## src/rtl/npu_pkg.sv

```systemverilog
// rtl/npu_pkg.sv - shared NPU types, default array dimensions and the ReLU helper.
package npu_pkg;

    typedef enum logic [2:0] {
        IDLE,
        CLEAR,
        FEED,
        DRAIN,
        OUT
    } ctrl_state_t;

    localparam int NPU_N      = 4;
    localparam int NPU_DATA_W = 8;
    localparam int NPU_ACC_W  = 32;

    function automatic logic signed [NPU_ACC_W-1:0] relu(input logic signed [NPU_ACC_W-1:0] v);
        return v[NPU_ACC_W-1] ? '0 : v;
    endfunction

endpackage

```

## src/rtl/skew_buffer.sv

```systemverilog
// rtl/skew_buffer.sv - N-lane delay line, lane i delayed by i registers.
module skew_buffer #(
    parameter int N = 4,
    parameter int W = 8
) (
    input  logic           clk,
    input  logic           rst,
    input  logic [N*W-1:0] lane_data,
    output logic [N*W-1:0] skew_data
);

    for (genvar i = 0; i < N; i++) begin : g_lane
        if (i == 0) begin : g_pass
            assign skew_data[W-1:0] = lane_data[W-1:0];
        end else begin : g_dly
            logic [W-1:0] pipe [i];

            always_ff @(posedge clk or posedge rst) begin
                if (rst) begin
                    for (int s = 0; s < i; s++) pipe[s] <= '0;
                end else begin
                    pipe[0] <= lane_data[i*W +: W];
                    for (int s = 1; s < i; s++) pipe[s] <= pipe[s-1];
                end
            end

            assign skew_data[i*W +: W] = pipe[i-1];
        end
    end

endmodule

```

## src/rtl/systolic_ctrl.sv

```systemverilog
// rtl/systolic_ctrl.sv - output-stationary systolic array sequencer: clear, feed
// skewed operands, drain the wavefront, then stream the N x N results.
module systolic_ctrl
    import npu_pkg::*;
#(
    parameter int N      = NPU_N,
    parameter int K_MAX  = 16,
    parameter int DATA_W = NPU_DATA_W,
    parameter int ACC_W  = NPU_ACC_W
) (
    input  logic                         clk,
    input  logic                         rst,
    input  logic                         start,
    input  logic [$clog2(K_MAX+1)-1:0]   k_len,
    input  logic                         relu_en,
    output logic                         busy,
    output logic                         done,
    output logic                         op_rd_en,
    output logic [$clog2(K_MAX)-1:0]     op_rd_addr,
    input  logic [N*DATA_W-1:0]          a_rd_data,
    input  logic [N*DATA_W-1:0]          b_rd_data,
    output logic                         arr_clr,
    output logic [N*DATA_W-1:0]          west_data,
    output logic [N*DATA_W-1:0]          north_data,
    input  logic [N*N*ACC_W-1:0]         res_in,
    output logic                         out_valid,
    input  logic                         out_ready,
    output logic [ACC_W-1:0]             out_data,
    output logic [$clog2(N)-1:0]         out_row,
    output logic [$clog2(N)-1:0]         out_col
);

    localparam int KW  = $clog2(K_MAX+1);
    localparam int AW  = $clog2(K_MAX);
    localparam int RW  = $clog2(N);
    localparam int DCW = $clog2(2*N);

    ctrl_state_t state, state_next;

    logic [KW-1:0]       k_len_q;
    logic                relu_q;
    logic [AW-1:0]       feed_cnt;
    logic [DCW-1:0]      drain_cnt;
    logic [RW-1:0]       row_q;
    logic [RW-1:0]       col_q;
    logic                rd_vld_q;
    logic [N*DATA_W-1:0] a_q;
    logic [N*DATA_W-1:0] b_q;
    logic                arr_clr_q;
    logic                done_q;

    logic                start_ok;
    logic                hs;
    logic                last_elem;
    logic                feed_last;
    logic                drain_last;
    logic signed [ACC_W-1:0] res_sel;

    assign start_ok   = start && (k_len != '0) && (k_len <= KW'(K_MAX));
    assign hs         = (state == OUT) && out_ready;
    assign last_elem  = (row_q == RW'(N-1)) && (col_q == RW'(N-1));
    assign feed_last  = (KW'(feed_cnt) == k_len_q - KW'(1));
    assign drain_last = (drain_cnt == DCW'(2*N-1));

    always_comb begin
        state_next = state;
        case (state)
            IDLE:    if (start_ok) state_next = CLEAR;
            CLEAR:   state_next = FEED;
            FEED:    if (feed_last) state_next = DRAIN;
            DRAIN:   if (drain_last) state_next = OUT;
            OUT:     if (hs && last_elem) state_next = IDLE;
            default: state_next = IDLE;
        endcase
    end

    always_ff @(posedge clk or posedge rst) begin
        if (rst) state <= IDLE;
        else     state <= state_next;
    end

    always_ff @(posedge clk or posedge rst) begin
        if (rst) begin
            k_len_q   <= '0;
            relu_q    <= 1'b0;
            feed_cnt  <= '0;
            drain_cnt <= '0;
            row_q     <= '0;
            col_q     <= '0;
            rd_vld_q  <= 1'b0;
            a_q       <= '0;
            b_q       <= '0;
            arr_clr_q <= 1'b0;
            done_q    <= 1'b0;
        end else begin
            if (state == IDLE && start_ok) begin
                k_len_q <= k_len;
                relu_q  <= relu_en;
            end
            feed_cnt  <= (state == FEED && !feed_last) ? feed_cnt + AW'(1) : '0;
            drain_cnt <= (state == DRAIN && !drain_last) ? drain_cnt + DCW'(1) : '0;
            if (hs) begin
                if (col_q == RW'(N-1)) begin
                    col_q <= '0;
                    row_q <= (row_q == RW'(N-1)) ? '0 : row_q + RW'(1);
                end else begin
                    col_q <= col_q + RW'(1);
                end
            end
            // Zero-gate stale SRAM output so the array only ever accumulates real products.
            rd_vld_q  <= op_rd_en;
            a_q       <= rd_vld_q ? a_rd_data : '0;
            b_q       <= rd_vld_q ? b_rd_data : '0;
            arr_clr_q <= (state_next == CLEAR);
            done_q    <= hs && last_elem;
        end
    end

    skew_buffer #(.N(N), .W(DATA_W)) u_west_skew (
        .clk       (clk),
        .rst       (rst),
        .lane_data (a_q),
        .skew_data (west_data)
    );

    skew_buffer #(.N(N), .W(DATA_W)) u_north_skew (
        .clk       (clk),
        .rst       (rst),
        .lane_data (b_q),
        .skew_data (north_data)
    );

    assign res_sel    = res_in[(int'(row_q)*N + int'(col_q))*ACC_W +: ACC_W];
    assign busy       = (state != IDLE);
    assign done       = done_q;
    assign arr_clr    = arr_clr_q;
    assign op_rd_en   = (state == FEED);
    assign op_rd_addr = feed_cnt;
    assign out_valid  = (state == OUT);
    assign out_data   = out_valid ? (relu_q ? relu(res_sel) : res_sel) : '0;
    assign out_row    = row_q;
    assign out_col    = col_q;

endmodule
```

## config.mk

```make
export PLATFORM = sky130hd
export DESIGN_NAME = systolic_ctrl
export DESIGN_NICKNAME = d
export VERILOG_FILES = /design/src/rtl/npu_pkg.sv /design/src/rtl/skew_buffer.sv /design/src/rtl/systolic_ctrl.sv
export SDC_FILE = /design/constraint.sdc
export NUM_CORES = 1
export LEC_CHECK = 0
export CAP_MARGIN = 15
export CORE_AREA = 3 3 266 268
export DETAILED_ROUTE_END_ITERATION = 8
export DIE_AREA = 0 0 269 271
export PLACE_DENSITY = 0.51
export SYNTH_ARGS = -nofsm -noshare
export SYNTH_HDL_FRONTEND = slang
export SYNTH_SLANG_ARGS = --single-unit
```

## constraint.sdc

```tcl
create_clock -name clk -period 6.38 [get_ports clk]
set_clock_uncertainty 0.2 [all_clocks]
set_input_delay 0.957 -clock clk [delete_from_list [all_inputs] [get_ports clk]]
set_output_delay 0.957 -clock clk [all_outputs]
set_load 0.005 [all_outputs]
```

==> results of run 1 <==
[flip-flops by register name, indices dropped and copies added, names as in the netlist, 2 cells and up]
register,cells
a_q,32
b_q,32
u_north_skew.g_lane.g_dly.pipe,32
u_west_skew.g_lane.g_dly.pipe,32
u_north_skew.skew_data,16
u_west_skew.skew_data,16
k_len_q,5
op_rd_addr,4
drain_cnt,3
state,3
out_col,2
out_row,2
[cell type report]
class | count | area, sq um | share of cell area, %
Antenna cell | 11 | 27.53 | 0.1512
Timing Repair Buffer | 707 | 7069 | 38.82
Sequential cell | 183 | 4589 | 25.20
Clock buffer | 21 | 460.4 | 2.528
Tap cell | 931 | 1165 | 6.396
Clock inverter | 10 | 116.4 | 0.6390
Multi-Input combinational cell | 328 | 4748 | 26.07
Inverter | 8 | 35.03 | 0.1924
[power by group through the flow]
| stage | registers, mW | clock network [mW] | logic [mW] |
|---|---|---|---|
| floorplan | 1.59 | 0 | 0.470 |
| global placement | 1.67 | 0 | 1.05 |
| detailed placement | 1.68 | 0 | 1.06 |
| CTS | 1.66 | 1.09 | 1.07 |
| global route | 1.70 | 1.14 | 1.12 |
| finish | 1.65 | 1.04 | 1.05 |
[cell families (layout without fill, tap and decap cells)]
logic type / Yosys count / after routing
AOI/OAI and AO/OA: 7 / 7
xor gates and xnor gates: 9 / 9
adders and majority gates: 6 / 6
buffers and inverters: 107 / 746
DFF: 183 / 183
muxes: 171 / 171
other: 0 / 11
and+or+nand+nor: 135 / 135
[routing by layer]
| metal | global-route usage [%] | vias to the layer above |
|---|---|---|
| met2 | 24.83 | 493 |
| met5 | 0 | - |
| li1 | - | 3598 |
| met4 | 3.183 | 42 |
| met3 | 7.712 | 96 |
| met1 | 16.90 | 4378 |
[cells in the final DEF (no fill, tap or decap), types with 2 or more instances in the layout]
cell type / instances
sky130_fd_sc_hd__clkdlybuf4s50_1: 694
sky130_fd_sc_hd__dfrtp_1: 179
sky130_fd_sc_hd__mux4_2: 156
sky130_fd_sc_hd__and2_1: 66
sky130_fd_sc_hd__nor3b_1: 33
sky130_fd_sc_hd__clkbuf_16: 17
sky130_fd_sc_hd__diode_2: 11
sky130_fd_sc_hd__buf_4: 11
sky130_fd_sc_hd__nor2_1: 10
sky130_fd_sc_hd__mux2_2: 9
sky130_fd_sc_hd__inv_1: 6
sky130_fd_sc_hd__xnor2_1: 6
sky130_fd_sc_hd__nand3_1: 6
sky130_fd_sc_hd__mux2i_1: 6
sky130_fd_sc_hd__ha_1: 6
sky130_fd_sc_hd__nand2_1: 4
sky130_fd_sc_hd__and3_1: 3
sky130_fd_sc_hd__nor3_1: 3
sky130_fd_sc_hd__inv_6: 3
sky130_fd_sc_hd__xor2_1: 2
sky130_fd_sc_hd__inv_8: 2
sky130_fd_sc_hd__clkbuf_8: 2
sky130_fd_sc_hd__clkbuf_1: 2
sky130_fd_sc_hd__clkinv_4: 2
sky130_fd_sc_hd__dfrtp_4: 2
sky130_fd_sc_hd__dfrtp_2: 2
sky130_fd_sc_hd__buf_12: 2
[worst max path at each step]
stage                   endpoint  slack, ps  cells after the start
finish              out_data[29]       1030                      5
global placement    out_data[29]       1270                      6
detailed placement  out_data[29]       1190                      6
CTS                 out_data[29]       1000                      5
global route        out_data[29]        800                      5
floorplan                 a_q[0]        250                      1
[worst reg2reg max path, delay by kind of cell, from the launching register on]
family	cells	cell delay (ps)
flip-flops	1	420
XOR/XNOR	1	400
AO/OA/AOI/OAI	1	290
AND/OR/NAND/NOR	2	280
adder cells (fa/ha/maj)	1	150
buffers and inverters	1	70
==> run metrics, run 1 <==
NumNets Final=1,837; per-cell via count in the routed design=3.914; Period minus WS final=5346 ps; wire length of the first global-routing pass=74,550 um; CTS Buffer Depth=2; leakage power total=6.859 nW; Clk pin slew, worst setup/hold paths=80 ps; portion of the post-synthesis area used by sequential elements=45.77%; area fraction in compound gates after synthesis=0.5377%; detailed-placement wirelength estimate=47,810 um; Simple-Gate Fraction of Synth Area=8.478%; summed area of non-filler cells in the final layout=18,210 sq um; yosys synthesis warning count=0; xor and xnor area share after synthesis=0.9379%; weighted congestion at the end of routability-driven global placement=0.8623; required time of the critical path=5220 ps; clock tree from TritonCTS=yes; flip-flop and latch count after synthesis=183; number of enable-type register cells in the synthesized netlist=0; post-route total power=3.740 mW; CTS Buf Count=17; final hold violation count=0; Pins Over Slew Limit=0; sum of negative setup slack=0 ps; switching power=969.2 uW; Min-Delay Path Depth=0; Hold WC Path Type=flip-flop to flip-flop; post-synthesis share of cell area spent on full adders, half adders and majority gates=0.7503%; sort of element at the start of the critical path=flip-flop; Cell Area, Placed=17,610 sq um; die width=269 um; Critical R2R Capture=op_rd_addr[2]; effective utilization at floorplan=14.59%; crit-path cells=buf_4, nand3_1, a41o_2, nor3b_1, clkdlybuf4s50_1; drt first-iter violations=504; post-placement setup slack=1193 ps; RR Startpoint=k_len_q[0]; hold path endpoint=u_west_skew.g_lane[1].g_dly.pipe[7]; number of levels in the clock H-tree=4; Hold Buf Count CTS=0; initial antenna violation count=45; Peak supply drop=0.0001421 V; overall routed net length=55,560 um; leading post-synthesis cells by instance count=sky130_fd_sc_hd__dfrtp_1 (183), sky130_fd_sc_hd__mux4_2 (156), sky130_fd_sc_hd__and2_1 (66); DR WL/cell=25.27 um; Worst Setup Slack, final=1034 ps; combinational group share of total power=28.1%; M1 WL=20,500 um; I/O pin total=695; Max FO, Critical Path=39; final worst path period share=83.79%; clock net sink count=183; vias=8,607; average cell area after synthesis=16.19 sq um; worst hold-check slack=144.9 ps; Yosys top cell by area=sky130_fd_sc_hd__dfrtp_1; cell internal power dissipation=2.771 mW; worst reg2reg path depth=6; flip-flop cell with the highest count after synthesis=sky130_fd_sc_hd__dfrtp_1; fill cell total of the finished layout=7,065; Worst setup startpoint=out_col[1]; Synth Instances=618; cell total after placement=2,157; synthesized net count=1,210; detailed route wirelength on metal3=6740 um; maximum number of pins on one net before global-route repair=117; clock root buffer=sky130_fd_sc_hd__clkbuf_16; total congestion overflow=0; Finish-stage setup viols=0; ratio of total power to cell area=205.4 nW/um^2; Overall Global Routing Usage=14.88%; top post-synthesis cells by area=sky130_fd_sc_hd__dfrtp_1 (46%), sky130_fd_sc_hd__mux4_2 (35%), sky130_fd_sc_hd__and2_1 (4.1%), sky130_fd_sc_hd__buf_4 (3.6%), sky130_fd_sc_hd__nor3b_1 (2.5%); Slew HR=31.91%; Finished Layout Cells=2,199; startpoint of the worst hold path=a_q[15]; slew at the pin closest to its max-slew limit=1021 ps; main combinational cell family by area after synthesis=multiplexers; Crit path max-delay family=buffers and inverters; mux share of post-synthesis cell area=36.73%; count of buffering cells on the critical path with inverters included=2; residual antenna-violating net count after detailed routing=0; Max Clock Freq=0.1871 GHz; path type of the worst setup path=flip-flop to output pin; cell area after synthesis=10,010 sq um; via count of the first global-routing pass=9,426; outcome=finished clean; number of different library cells in the post-synthesis netlist=39; worst reg2reg setup slack=4440 ps; num rows=96; switching share of total power=25.91%; endpoint class of the critical path=output pin; Arrival @ worst endpoint=4190 ps; share of power burned in registers=44.0%; Buffers on Ports=694; RSZ-0062 raised after global routing=no; longest individual stage delay on the worst path=860 ps; ratio of cells with drive above 1 in the final layout=17.18%; utilization after layout=26.55%; max capacitance violation total=0; routed wl met2=27,020 um; core footprint=68,590 sq um; post-CTS sizing=0; die height=271 um; dominant cell by count in the synthesized netlist=sky130_fd_sc_hd__dfrtp_1; highest-delay cell along the critical path=sky130_fd_sc_hd__dfrtp_4; Synth top area share=45.77%; post-CTS setup-driven buffer insertion count=0; uppermost layer routed=met5; Post-route DRC=0; clock group share of total power=27.9%; die footprint=72,900 sq um; DR pass1 iterations=5; insertion delay of the later-clocked pin in the worst-skew pair=430 ps; Post-synth ARST share=100.0%; area added between synthesis and finish=82.01%
No activity file was read; power rests on OpenSTA's default activity.
==> inputs of run 2 (changes only) <==
Settings changed: PLACE_DENSITY 0.51 to 0.5.
Clock period 6.38 ns to 5.3 ns, I/O delays scaled along.
==> run 2 against run 1 <==
Net effect: worst setup slack worse by 290 ps; core utilization is 0.11 points higher; clock power is 25% higher; critical path depth stayed put; wire length is 1.1% lower; non-clock buffer count is 1 lower; via count is 0.45% lower; largest cell class unchanged.
==> run metrics, run 2 (synthesis gave the netlist of run 1 again) <==
outcome=finished clean (unchanged); maximum number of pins on one net before global-route repair=124 (was 117); Min-Delay Path Depth=0 (unchanged); DR WL/cell=25.00 um (was 25.27 um); switching power=1.249 mW (was 969.2 uW); Clk pin slew, worst setup/hold paths=90 ps (was 80 ps); Peak supply drop=0.0001662 V (was 0.0001421 V); post-CTS setup-driven buffer insertion count=0 (unchanged); required time of the critical path=4300 ps (was 5220 ps); Worst Setup Slack, final=739.3 ps (was 1034 ps); termination of the worst setup path=out_data[29] (unchanged); wire length of the first global-routing pass=74,480 um (was 74,550 um); Max FO, Critical Path=31 (was 39); NumNets Final=1,836 (was 1,837); Finish-stage setup viols=0 (unchanged); residual antenna-violating net count after detailed routing=0 (unchanged); final hold violation count=0 (unchanged); clock tree from TritonCTS=yes (unchanged); Critical R2R Capture=op_rd_addr[2] (unchanged); post-route total power=4.551 mW (was 3.740 mW); clock root buffer=sky130_fd_sc_hd__clkbuf_16 (unchanged); core footprint=68,590 sq um (unchanged); Post-route DRC=0 (unchanged); die footprint=72,900 sq um (unchanged); I/O pin total=695 (unchanged); Slew HR=33.53% (was 31.91%); sum of negative setup slack=0 ps (unchanged); post-placement setup slack=861.5 ps (was 1193 ps); insertion delay of the later-clocked pin in the worst-skew pair=440 ps (was 430 ps); Overall Global Routing Usage=14.79% (was 14.88%); RR Startpoint=k_len_q[0] (unchanged); drt first-iter violations=413 (was 504); cell internal power dissipation=3.303 mW (was 2.771 mW); Max Clock Freq=0.2193 GHz; utilization after layout=26.66% (was 26.55%); area added between synthesis and finish=82.77% (was 82.01%); via count of the first global-routing pass=9,495 (was 9,426); num rows=96 (unchanged); switching share of total power=27.43% (was 25.91%); clock net sink count=183 (unchanged); sort of element at the start of the critical path=flip-flop (unchanged); post-CTS sizing=0 (unchanged); weighted congestion at the end of routability-driven global placement=0.8488 (was 0.8623); clock group share of total power=28.6% (was 27.9%); initial antenna violation count=43 (was 45); highest-delay cell along the critical path=sky130_fd_sc_hd__dfrtp_4 (unchanged); cell total after placement=2,156 (was 2,157); worst reg2reg setup slack=3300 ps (was 4440 ps); total congestion overflow=0 (unchanged); leakage power total=6.898 nW (was 6.859 nW); path type of the worst setup path=flip-flop to output pin (unchanged); Period minus WS final=4561 ps; CTS Buffer Depth=2 (unchanged); Pins Over Slew Limit=0 (unchanged); effective utilization at floorplan=14.59% (unchanged); Finished Layout Cells=2,199 (unchanged); detailed-placement wirelength estimate=47,540 um (was 47,810 um); die width=269 um (unchanged); share of power burned in registers=43.5% (was 44.0%); slew at the pin closest to its max-slew limit=997.0 ps (was 1021 ps); RSZ-0062 raised after global routing=no (unchanged); crit-path cells=mux4_2, or2_1, a41o_2, nor3b_1, clkdlybuf4s50_1 (was buf_4, nand3_1, a41o_2, nor3b_1, clkdlybuf4s50_1); die height=271 um (unchanged); CTS Buf Count=17 (unchanged); most used cells in the layout excluding fill and tap cells=sky130_fd_sc_hd__clkdlybuf4s50_1 (694), sky130_fd_sc_hd__dfrtp_1 (179), sky130_fd_sc_hd__mux4_2 (156) (unchanged); longest individual stage delay on the worst path=740 ps (was 860 ps); per-cell via count in the routed design=3.896 (was 3.914); number of levels in the clock H-tree=4 (unchanged); endpoint class of the critical path=output pin (unchanged); DR pass1 iterations=4 (was 5); vias=8,568 (was 8,607); Worst setup startpoint=out_col[0] (was out_col[1]); overall routed net length=54,980 um (was 55,560 um); ratio of cells with drive above 1 in the final layout=17.34% (was 17.18%); ratio of total power to cell area=248.9 nW/um^2 (was 205.4 nW/um^2); Hold Buf Count CTS=0 (unchanged); Arrival @ worst endpoint=3570 ps (was 4190 ps); combinational group share of total power=27.9% (was 28.1%); worst reg2reg path depth=6 (unchanged); Hold WC Path Type=flip-flop to flip-flop (unchanged); Buffers on Ports=694 (unchanged); leading cell type in the layout, fill and taps excluded=sky130_fd_sc_hd__clkdlybuf4s50_1 (unchanged); max capacitance violation total=0 (unchanged); final worst path period share=86.05%
run 2: cell types whose count changed in the layout (fill, tap and decap cells not counted), sizes merged:
| cell | delta |
|---|---|
| clkbuf | -4 |
| buf | -1 |
| bufinv | -1 |
| inv | +6 |
run 2: final cells by class:
type | instances | area [sq um]
well taps | 931 | 1165
fillers | 7021 | 50300
inverters | 8 | 33.78
clock buffers | 17 | 425.4
diodes | 11 | 27.53
multi-input cells | 328 | 4748
flip-flops and latches | 183 | 4589
repair buffers | 706 | 7112
clock inverters | 15 | 186.4
run 2: worst min-delay path by stage:
stage	from	endpoint	slack, ps
finish	u_west_skew.g_lane[2].g_dly.pipe[8]	u_west_skew.skew_data[16]	140
global route	u_north_skew.g_lane[3].g_dly.pipe[20]	u_north_skew.g_lane[3].g_dly.pipe[12]	150
CTS	u_north_skew.g_lane[3].g_dly.pipe[20]	u_north_skew.g_lane[3].g_dly.pipe[12]	140
detailed placement	b_q[8]	u_north_skew.g_lane[1].g_dly.pipe[0]	130
global placement	a_q[12]	u_west_skew.g_lane[1].g_dly.pipe[4]	130
floorplan	b_q[8]	u_north_skew.g_lane[1].g_dly.pipe[0]	130
run 2: power by group through the flow:
| stage | Sequential [mW] | Clock (mW) | Combinational (mW) |
|---|---|---|---|
| 2_1_floorplan | 1.91 | 0 | 0.566 |
| 3_3_place_gp | 2.01 | 0 | 1.28 |
| 3_5_place_dp | 2.03 | 0 | 1.29 |
| 4_1_cts | 2.00 | 1.36 | 1.30 |
| 5_1_grt | 2.04 | 1.43 | 1.36 |
| 6_report | 1.98 | 1.30 | 1.27 |
run 2: critical path: cells and delay by family, from the launching register on:
kind                   cells  cell delay, ps
DFF                        1             740
muxes                      1             550
and+or+nand+nor            2             630
AOI/OAI and AO/OA          1             550
buffers and inverters      1             570
run 2: layer usage:
| metal | GRT usage, % | wire, um | up-vias |
|---|---|---|---|
| li1 | - | - | 3616 |
| met1 | 17.39 | 20650 | 4352 |
| met2 | 24.84 | 27030 | 484 |
| met3 | 6.230 | 6125 | 88 |
| met4 | 3.625 | 985 | 28 |
| met5 | 0 | 186 | - |
run 2: stage by stage:
stage	cell area (sq um)	hold WS [ps]
floorplan	10010	131.2
global placement	17650	131.4
detailed placement	17650	134.7
CTS	18260	143.8
global route	18280	149.3
finish	18290	141.7
